**config.mk**
```make
export PLATFORM = sky130hd
export DESIGN_NAME = core_input_driver
export DESIGN_NICKNAME = d
export VERILOG_FILES = /design/src/rtl/core_input_driver.sv
export SDC_FILE = /design/constraint.sdc
export NUM_CORES = 1
export LEC_CHECK = 0
export CELL_PAD_IN_SITES_DETAIL_PLACEMENT = 0
export CELL_PAD_IN_SITES_GLOBAL_PLACEMENT = 1
export CORE_MARGIN = 1.5
export CORE_UTILIZATION = 35
export CTS_CLUSTER_SIZE = 14
export DETAILED_ROUTE_END_ITERATION = 6
export PLACE_DENSITY = 0.7
export SLEW_MARGIN = 20
export SYNTH_ARGS = -nofsm -noshare
export SYNTH_HDL_FRONTEND = slang
export SYNTH_SLANG_ARGS = --single-unit
export TNS_END_PERCENT = 20
```
**constraint.sdc**
```tcl
create_clock -name clk -period 5.06 [get_ports clk]
set_input_delay 0.759 -clock clk [delete_from_list [all_inputs] [get_ports clk]]
set_output_delay 0.759 -clock clk [all_outputs]
set_load 0.02 [all_outputs]
```
**src/rtl/core_input_driver.sv**
```systemverilog
// Stimulus source for the 2-bit-input processor core: plays a FIFO of (code, hold)
// entries onto i1/i0, gates the core clock enable and reports the resulting core state.
module core_input_driver #(
    parameter int DEPTH  = 8,
    parameter int HOLD_W = 4
) (
    input  logic              clk,
    input  logic              reset,
    input  logic              en,
    input  logic              start,
    input  logic              wr_valid,
    input  logic [1:0]        wr_code,
    input  logic [HOLD_W-1:0] wr_hold,
    output logic              wr_ready,
    output logic              i1,
    output logic              i0,
    output logic              core_en,
    input  logic              c1,
    input  logic              c0,
    output logic              obs_valid,
    output logic [1:0]        obs_state,
    output logic              busy,
    output logic              done
);

    localparam int PTR_W = $clog2(DEPTH);
    localparam int CNT_W = PTR_W + 1;

    typedef enum logic [1:0] {IDLE, FETCH, DRIVE, SAMPLE} state_e;

    state_e             state_q;
    logic [1:0]         code_mem [DEPTH];
    logic [HOLD_W-1:0]  hold_mem [DEPTH];
    logic [PTR_W-1:0]   wr_ptr_q, rd_ptr_q;
    logic [CNT_W-1:0]   count_q, count_d;
    logic [HOLD_W-1:0]  hold_cnt_q;
    logic [1:0]         code_q;
    logic [1:0]         obs_state_q;
    logic               obs_valid_q;
    logic               done_q;
    logic               push, pop;

    assign wr_ready = (count_q < CNT_W'(DEPTH));
    assign push     = wr_valid && wr_ready;
    assign pop      = (state_q == FETCH);

    // NOTE: every always_comb output gets a default first so no latch is inferred.
    always_comb begin
        count_d = count_q;
        case ({push, pop})
            2'b10:   count_d = count_q + CNT_W'(1);
            2'b01:   count_d = count_q - CNT_W'(1);
            default: count_d = count_q;
        endcase
    end

    // NOTE: storage array carries no reset; validity is tracked by count_q alone.
    always_ff @(posedge clk) begin
        if (push) begin
            code_mem[wr_ptr_q] <= wr_code;
            hold_mem[wr_ptr_q] <= wr_hold;
        end
    end

    // Pointers are PTR_W wide, so DEPTH being a power of two makes them wrap for free.
    always_ff @(posedge clk or negedge reset) begin
        if (!reset) begin
            wr_ptr_q <= '0;
            rd_ptr_q <= '0;
            count_q  <= '0;
        end else begin
            if (push) wr_ptr_q <= wr_ptr_q + PTR_W'(1);
            if (pop)  rd_ptr_q <= rd_ptr_q + PTR_W'(1);
            count_q <= count_d;
        end
    end

    always_ff @(posedge clk or negedge reset) begin
        if (!reset) begin
            state_q     <= IDLE;
            code_q      <= '0;
            hold_cnt_q  <= '0;
            obs_state_q <= '0;
            obs_valid_q <= 1'b0;
            done_q      <= 1'b0;
        end else begin
            obs_valid_q <= 1'b0;
            done_q      <= 1'b0;
            case (state_q)
                IDLE: begin
                    if (start) begin
                        if (count_q != '0) state_q <= FETCH;
                        else               done_q  <= 1'b1;
                    end
                end
                FETCH: begin
                    code_q     <= code_mem[rd_ptr_q];
                    hold_cnt_q <= hold_mem[rd_ptr_q];
                    state_q    <= DRIVE;
                end
                DRIVE: begin
                    if (en) begin
                        if (hold_cnt_q == '0) state_q    <= SAMPLE;
                        else                  hold_cnt_q <= hold_cnt_q - HOLD_W'(1);
                    end
                end
                SAMPLE: begin
                    obs_state_q <= {c1, c0};
                    obs_valid_q <= 1'b1;
                    // Entries pushed before this edge extend the running sequence.
                    if (count_q != '0) begin
                        state_q <= FETCH;
                    end else begin
                        state_q <= IDLE;
                        done_q  <= 1'b1;
                    end
                end
                default: state_q <= IDLE;
            endcase
        end
    end

    assign i1        = code_q[1];
    assign i0        = code_q[0];
    assign core_en   = (state_q == DRIVE) && en;
    assign obs_valid = obs_valid_q;
    assign obs_state = obs_state_q;
    assign busy      = (state_q != IDLE);
    assign done      = done_q;

endmodule
```
==> parameters.txt <==
Parameter                              Value

Outcome
  Status    complete, no violations

STA
  Setup TNS    0 ps
  Max frequency    351.4 MHz
  Worst slack on hold paths    396.1 ps
  Final critical path time including I/O delays and setup    2846 ps
  Worst slew pin tran    717.1 ps
  Final Hold Violating Endpoints    0
  Number of max-slew violations in the final report    0
  Post-route clock period utilization    0.5624
  Largest clock skew in the final design    7.215 ps
  PnR worst setup slack    2214 ps
  Setup repair after global routing missed its margin    false
  Max-slew headroom at the worst pin    0.5202
  Final setup viols    0

Yosys
  Fraction of synthesized cell area taken by the top area cell type    0.4627
  Primary flip-flop cell chosen by synthesis mapping    edfxtp_1
  Cell type with the highest aggregate area in the netlist    edfxtp_1
  Share of synthesized flip-flops with an asynchronous set or reset    0.3143
  Portion of the post-synthesis area used by sequential elements    0.6394
  Synth area leaders    edfxtp_1, dfrtp_1, mux4_1
  Number of enable-type register cells in the synthesized netlist    48
  Avg Inst Size Synth    15.27 um2
  Number of instances in the synthesized netlist    204
  #FFs+latches synth    70
  Simple-gate share of the synthesized area    0.07871
  Netlist Area Pre-Place    0.003115 mm2
  Xor and xnor area share after synthesis    0.01687
  Number of distinct library cells after synthesis    39
  Complex-gate fraction of the synthesized area    0.05020
  Synthesized net count    228
  Share of cell area taken by muxes after synthesis    0.1414
  Main combinational cell family by area after synthesis    multiplexers
  Fraction of the mapped netlist area in adder cells    0.04418
  Synthesis Warnings    0

Route
  Total wire length    5.505 mm
  Final ANT Viol Nets    0
  Average vias per placed instance    5.085
  Length of the first detailed-routing pass in iterations    4
  Overall via count from detail_route    1739
  Number of design rule violations left after detail routing    0
  Drt first-iter violations    66
  Per-cell routed wire length    16.10 um

Global route
  Antenna violations before repair    0
  Aggregate global-route resource usage    0.1262
  Via count of the first global-routing pass    1738
  Wire length of the first global-routing pass    8.949 mm
  Total overflow reported by the global router    0
  Pin count of the biggest net entering global routing    23

CTS
  Root cell of the clock tree    clkbuf_8
  Insertion delay of the later-clocked pin in the worst-skew pair    340 ps
  Number of hold buffers added after cts    0
  Post-CTS setup-driven buffer insertion count    0
  Clock tree buffer depth    2
  Number of buffers created by CTS    9
  Post-CTS resize count    0
  TritonCTS clock tree    yes
  Htree depth    3
  Worst-path clk slew    80 ps
  Clock Sink Count    70

Die
  Die height    97.35 um
  Core region area    0.008678 mm2
  Starting density of the core    0.3590
  Top-level port count    22
  Number of standard-cell rows in the floorplan    34
  Die outline area    0.009476 mm2
  Width of the chip    97.35 um

Critical path
  Critical path cell sequence    clkdlybuf4s50_1 > nor2b_1 > inv_1 > ha_1 > xor2_1 > ha_1 > inv_1 > o31a_1 > a221o_1
  Data arrival, critical path    3070 ps
  Startpoint-to-endpoint class of the critical path    in -> reg
  Gate family responsible for the most delay along the worst path    buffers and inverters
  Number of buffers and inverters on the critical path    3
  Delay of the slowest cell on the worst path    450 ps
  Required time of the critical path    5290 ps
  CP Launch Type    input pin
  Critical Path End Type    register
  Crit-path max FO    9
  Library cell contributing the largest single delay on the critical path    clkdlybuf4s50_1

Power and ir drop
  Static leakage power    1.325 nW
  Cell area power density    563.7 mW/mm2
  Worst ir drop on vdd    0.2211 mV

Placed design
  Post-DP HPWL    3.494 mm
  Port Buf Inserts    21
  Placer congestion estimate    0.7380
  Pre-CTS setup slack    1871 ps

Finish
  Area overhead of the layout relative to synthesis    15.30%
  Share of layout cells above drive strength 1    0.1154
  Number of nets in the layout    253
  Diode insertion count for antenna repair    0

Hold path
  Worst min path class    in -> async

Flow run
  Number of maximum-capacitance violations    0
path summary, 6_finish.rpt:
kind | cells past startpoint | startpoint | to | slack, ps
min in group clk | 1 | obs_state[0] | obs_state[0] | 510
worst min register to register | 1 | obs_state[0] | obs_state[0] | 510
worst max-delay path | 9 | wr_valid | count_q[2] | 2210
worst min-delay path | 1 | reset | obs_valid | 400
worst max register to register | 8 | count_q[3] | count_q[2] | 2640
max in group asynchronous | 1 | reset | wr_ptr_q[1] | 4300
layout make-up:
class                   instances  area, um2
fillers                       825       5086
flip-flops and latches         70       1992
multi-input cells             115       1032
repair buffers                 23      220.2
well taps                     108      135.1
clock buffers                  10      127.6
clock inverters                 6      47.55
inverters                      10      37.54
state kept, by name (all words and copies together) (netlist names), 2 cells and up:
| signal | cells |
|---|---|
| hold_mem | 32 |
| state_q | 2 |
| code_mem | 16 |
| rd_ptr_q | 3 |
| hold_cnt_q | 4 |
| wr_ptr_q | 3 |
| obs_state | 2 |
| code_q | 2 |
| count_q | 4 |
logic make-up (layout without fill, tap and decap cells):
kind of cell / count (synthesis) / after routing
multiplexers: 24 / 24
AND/OR/NAND/NOR: 49 / 49
buffers and inverters: 19 / 49
AO/OA/AOI/OAI: 25 / 25
flip-flops: 70 / 70
adder cells (fa/ha/maj): 11 / 11
XOR/XNOR: 6 / 6
placed cells by master, fill, tap and decap left out, types with 3 or more instances in the layout:
cell,n
xnor2_1,4
edfxtp_1,48
mux2i_1,5
nor2_1,9
nand2b_1,4
clkdlybuf4s50_1,20
a21oi_1,8
dfrtp_1,22
o21ai_0,8
clkinv_4,3
ha_1,11
mux2_2,7
clkbuf_8,9
inv_1,10
nand2_1,17
mux4_1,11
nor3_1,5
nor3b_1,3
through the flow:
stage | util | instances | area (um2) | total power [mW]
after floorplan | - | 204 | 3115 | 1.441
after global placement | 0.3943 | 326 | 3422 | 1.631
after detailed placement | 0.3943 | 326 | 3422 | 1.644
after CTS | 0.4145 | 342 | 3597 | 2.050
after global routing | 0.4139 | 342 | 3592 | 2.187
final | 0.4139 | 342 | 3592 | 2.025
power breakdown:
part / internal (mW) / total, mW / switching, mW
logic: 0.379 / 0.731 / 0.351
registers: 0.742 / 0.894 / 0.152
clock network: 0.181 / 0.400 / 0.219
total: 1.30 / 2.03 / 0.722
metal layers:
layer  wire length, um  vias up  global-route usage
met4               103        0             0.05604
li1                  -      827                   -
met3               248        7             0.04029
met2              2654       46              0.1969
met5                 0        -                   0
met1              2499      859              0.1618
synth_stat cells, types with 2 or more instances:
library cell	instances
mux2i_1	5
inv_1	10
xnor2_1	4
a21oi_1	8
mux4_1	11
dfrtp_1	22
nand2_1	17
buf_2	2
buf_1	2
edfxtp_1	48
ha_1	11
mux2_2	7
nor4_1	2
nor3_1	5
nor3b_1	3
nand3_1	2
nand2b_1	4
xor2_1	2
clkbuf_1	3
o21ai_0	8
nor2b_1	2
nor2_1	9
No activity file was read; power rests on OpenSTA's default activity.
